File: src/rtl/cdb_pkg.sv
// cdb_pkg: shared common-data-bus defaults and broadcast bus type for the rename and reservation-station consumers.
package cdb_pkg;
  localparam int CDB_DATAW = 32;
  localparam int CDB_TAGW = 6;
  localparam int CDB_FLAGSW = 4;
  typedef struct packed {
    logic en;
    logic [CDB_TAGW-1:0] tag;
    logic [CDB_DATAW-1:0] value;
    logic [CDB_FLAGSW-1:0] flags;
  } cdb_bus_t;
endpackage

File: src/rtl/cdb_broadcaster_rr_arbiter.sv
// rr_arbiter: combinational round-robin pick of the first request at or after ptr, wrapping modulo N.
module rr_arbiter #(
  parameter int N = 4,
  localparam int W = $clog2(N)
) (
  input  logic [N-1:0] req,
  input  logic [W-1:0] ptr,
  output logic [N-1:0] grant,
  output logic [W-1:0] idx,
  output logic         any_grant
);
  logic [W-1:0] j;
  always_comb begin
    grant = '0;
    idx = '0;
    any_grant = 1'b0;
    j = '0;
    for (int k = 0; k < N; k++) begin
      j = W'((int'(ptr) + k) % N);
      if (!any_grant && req[j]) begin
        grant[j] = 1'b1;
        idx = j;
        any_grant = 1'b1;
      end
    end
  end
endmodule

File: src/rtl/cdb_broadcaster.sv
// cdb_broadcaster: per-port single-deep result holding plus round-robin arbitration onto the registered CDB.
// Optional CDB_FLUSH_EN adds a flush input that discards all held results for mispredict recovery.
module cdb_broadcaster
  import cdb_pkg::*;
#(
  parameter int DATAW = CDB_DATAW,
  parameter int TAGW = CDB_TAGW,
  parameter int FLAGSW = CDB_FLAGSW,
  parameter int NPORTS = 4
) (
  input  logic                     clk,
  input  logic                     rst,
`ifdef CDB_FLUSH_EN
  input  logic                     flush,
`endif
  input  logic [NPORTS-1:0]        req_valid,
  output logic [NPORTS-1:0]        req_ready,
  input  logic [NPORTS*TAGW-1:0]   req_tag,
  input  logic [NPORTS*DATAW-1:0]  req_value,
  input  logic [NPORTS*FLAGSW-1:0] req_flags,
  output logic                     cdb_en,
  output logic [TAGW-1:0]          cdb_tag,
  output logic [DATAW-1:0]         cdb_value,
  output logic [FLAGSW-1:0]        cdb_flags
);
  localparam int W = $clog2(NPORTS);
  logic [NPORTS-1:0] held, grant;
  logic [TAGW-1:0] h_tag [NPORTS];
  logic [DATAW-1:0] h_value [NPORTS];
  logic [FLAGSW-1:0] h_flags [NPORTS];
  logic [W-1:0] ptr, gidx;
  logic any_grant, fl;
`ifdef CDB_FLUSH_EN
  assign fl = flush;
`else
  assign fl = 1'b0;
`endif
  rr_arbiter #(.N(NPORTS)) u_arb (
    .req(held),
    .ptr(ptr),
    .grant(grant),
    .idx(gidx),
    .any_grant(any_grant)
  );
  // A granted port may refill in the same cycle, sustaining one result per cycle.
  assign req_ready = fl ? '0 : (~held | grant);
  always_ff @(posedge clk) begin
    if (rst) begin
      held <= '0;
      ptr <= '0;
      cdb_en <= 1'b0;
      cdb_tag <= '0;
      cdb_value <= '0;
      cdb_flags <= '0;
    end else if (fl) begin
      held <= '0;
      cdb_en <= 1'b0;
    end else begin
      cdb_en <= any_grant;
      if (any_grant) begin
        cdb_tag <= h_tag[gidx];
        cdb_value <= h_value[gidx];
        cdb_flags <= h_flags[gidx];
        ptr <= (gidx == W'(NPORTS - 1)) ? '0 : gidx + W'(1);
      end
      for (int i = 0; i < NPORTS; i++) begin
        if (req_valid[i] && req_ready[i]) begin
          held[i] <= 1'b1;
          h_tag[i] <= req_tag[i*TAGW +: TAGW];
          h_value[i] <= req_value[i*DATAW +: DATAW];
          h_flags[i] <= req_flags[i*FLAGSW +: FLAGSW];
        end else if (grant[i]) begin
          held[i] <= 1'b0;
        end
      end
    end
  end
endmodule

File: config.mk
export PLATFORM = sky130hd
export DESIGN_NAME = cdb_broadcaster
export DESIGN_NICKNAME = d
export VERILOG_FILES = /design/src/rtl/cdb_pkg.sv /design/src/rtl/cdb_broadcaster_rr_arbiter.sv /design/src/rtl/cdb_broadcaster.sv
export SDC_FILE = /design/constraint.sdc
export NUM_CORES = 1
export LEC_CHECK = 0
export ABC_AREA = 1
export CAP_MARGIN = 20
export CORE_MARGIN = 5
export CORE_UTILIZATION = 25
export CTS_CLUSTER_SIZE = 8
export DETAILED_ROUTE_END_ITERATION = 10
export PLACE_DENSITY = 0.54
export SKIP_LAST_GASP = 1
export SLEW_MARGIN = 20
export SYNTH_ARGS = -nofsm -noshare
export SYNTH_HDL_FRONTEND = slang
export SYNTH_SLANG_ARGS = --single-unit
export TNS_END_PERCENT = 20
File: constraint.sdc
create_clock -name clk -period 13.1 [get_ports clk]
set_clock_uncertainty 0.2 [all_clocks]
set_input_delay 1.965 -clock clk [delete_from_list [all_inputs] [get_ports clk]]
set_output_delay 1.965 -clock clk [all_outputs]
set_load 0.1 [all_outputs]
==> metrics.yaml <==
crit_required_ns: 10.93
critPathLaunchType: "flop"
fin_util: 0.349
avgSynthCellArea_um2: 10.1
r2r_setup_slack_ns: 8.90
fin_tns_setup_ns: 0
endpoint_kind: "primary output"
hold_violations: 0
worst_slew_pin_slew_ns: 1.08
ctsLongestPathBuffers: 3
reg2reg_to: "cdb_value[9]"
cp_max_fo: 13
fmax_mhz: 164
first_global_vias: 7141
cp_slowest_cell: "clkdlybuf4s50_1"
min_to: "cdb_value[3]"
final_cells: 1621
ir_worst_vdd_uv: 229
max_stage_delay_ns: 1.21
remaining_drc_errors: 0
synth.distinct_cells: 29
antenna_found_initial: 3
post_dp_cell_area_um2: 11900
max_cap_viol_count: 0
p_per_area_nw_per_um2: 290
dp_slack_ns: 7.60
syn-num-nets: 1100
synth_warnings: 0
cts_tree: "yes"
postCtsSetupBuffers: 0
cts_resized: 0
postCtsHoldBufs: 0
worstSkewPairLatency_ns: 0.56
crit_type: "reg2out"
cts_num_sinks: 217
hpwlAfterDp_um: 17500
yosys_register_bits: 217
start_util: 0.253
gr-total-overflow: 0
synth_cells: 920
setup.worst_path.start: "ptr[0]"
drt_iter0_drc: 377
layout_worst_path_cycle_share: 0.466
dp_cells: 1567
synth_area_um2: 9270
first_pass_iters: 5
die_area_um2: 41000
status: "finished clean"
num_io_pins: 221
num_vias: 7065
cts_buffers: 31
fin_ws_ns: 7.00
cts_root_buf: "clkbuf_16"
r2r_start: "ptr[0]"
path_cells: "inv_4 > ha_1 > inv_1 > nand3_1 > nand2_2 > nor2_2 > inv_1 > o221ai_1 > a21oi_1 > o21ai_0 > clkdlybuf4s50_1"
crit_family: "buffers and inverters"
p_total_mw: 3.70
hold-worst-slack_ns: 0.345
io_buffers: 220
hold_depth: 2
clk_pin_slew_worst_paths_ns: 0.06
die_y_um: 203
leakage_nw: 5.35
relSlewSlack: 0.277
setup_viol: 0
post-route-min-period_ns: 6.10
hp-class: "reg2reg"
viasPerCell: 4.36
drive_above_1_share: 0.0573
finalWirelength_um: 29100
cp_num_buf_inv: 4
arrival_ns: 3.94
nNetsFinal: 1312
fp.coreArea_um2: 36600
drtAntennaViolNets: 0
rsz0062_at_grt: "no"
grt_pass1_wl_um: 43500
row_count: 70
gp_congestion: 0.803
track_usage: 0.137
worstRegToRegCells: 18
final_cell_area_um2: 12800
ys_seq_area_frac: 0.650
die_x_um: 203
grt_max_degree: 87
cts-htree-levels: 1
wl_per_cell_um: 18.0
crit_top_cell: "inv_1"
min_from: "cdb_value[3]"
slew_violations: 0
area_growth_pct: 37.7
[cells in the mapped netlist (all sizes together)]
| cell | n | area (µm²) |
|---|---|---|
| nand3 | 172 | 886 |
| dfxtp | 49 | 981 |
| o211ai | 2 | 15.0 |
| o2111ai | 2 | 17.5 |
| nand2 | 152 | 596 |
| o21ai | 44 | 220 |
| clkbuf | 19 | 71.3 |
| clkinv | 1 | 3.75 |
| a211oi | 1 | 7.51 |
| o221ai | 2 | 17.5 |
| ha | 6 | 75.1 |
| buf | 28 | 184 |
| inv | 177 | 667 |
| a21boi | 1 | 7.51 |
| nand3b | 16 | 120 |
| a21oi | 22 | 110 |
| nor2 | 56 | 229 |
| edfxtp | 168 | 5040 |
| a22oi | 2 | 15.0 |
[how the worst max path moves through the flow]
stage / slack (ns) / cells past startpoint / to
after floorplan: 6.75 / 12 / h_flags[1][0]
after global placement: 7.69 / 10 / req_ready[1]
after detailed placement: 7.60 / 11 / req_ready[1]
after CTS: 6.97 / 10 / req_ready[1]
after global routing: 6.71 / 10 / req_ready[1]
final: 7.00 / 11 / req_ready[1]
[flip-flops by register name, indices dropped and copies added (netlist names)]
signal	cells
ptr	2
cdb_tag	6
cdb_flags	4
h_tag	24
cdb_value	32
held	4
cdb_en	1
h_flags	16
h_value	128
[cells by family (layout without fill, tap and decap cells)]
kind of cell,Yosys count,in the layout,synth area share
DFF,217,217,0.650
buffers and inverters,225,456,0.0999
other,0,2,0
AOI/OAI and AO/OA,76,76,0.0443
and+or+nand+nor,396,396,0.198
adders and majority gates,6,6,0.00810
[power by group]
part	internal, mW	switching, mW
combinational	0.535	1.52
clock	0.433	0.295
sequential	0.875	0.0492
total	1.84	1.86
[layer usage]
| metal | up-vias | track usage | share of wire |
|---|---|---|---|
| met5 | - | 0 | 0.00045 |
| met4 | 2 | 0.0444 | 0.030 |
| met3 | 52 | 0.0311 | 0.058 |
| met2 | 235 | 0.230 | 0.48 |
| met1 | 3335 | 0.176 | 0.44 |
| li1 | 3441 | - | - |
[cells in the final DEF (no fill, tap or decap), types with 2 or more instances in the layout]
cell type	n
nand3b_1	16
buf_4	6
clkbuf_1	19
a21oi_1	22
inv_2	7
nor2_1	50
a22oi_1	2
o221ai_1	2
clkdlybuf4s50_1	220
nand2_4	3
edfxtp_1	168
clkbuf_16	31
nand3_2	5
nand2_2	4
nand3_1	167
diode_2	2
nand2_1	144
ha_1	6
dfxtp_1	49
nor2_4	4
o21ai_0	44
o211ai_1	2
inv_1	169
o2111ai_1	2
[area by class of cell]
| cell class | count | area, µm² |
|---|---|---|
| Tap cell | 468 | 586 |
| Sequential cell | 217 | 6030 |
| Inverter | 178 | 671 |
| Timing Repair Buffer | 226 | 2250 |
| Clock buffer | 50 | 847 |
| Multi-Input combinational cell | 478 | 2370 |
| Fill cell | 3713 | 23800 |
| Antenna cell | 2 | 5.00 |
| Clock inverter | 2 | 13.8 |
[tightest hold or removal path, delay by kind of cell (launching register included)]
| kind | cells | cell delay [ns] |
|---|---|---|
| DFF | 1 | 0.32 |
| AOI/OAI and AO/OA | 2 | 0.19 |
Power figures use the tool's default switching activity.
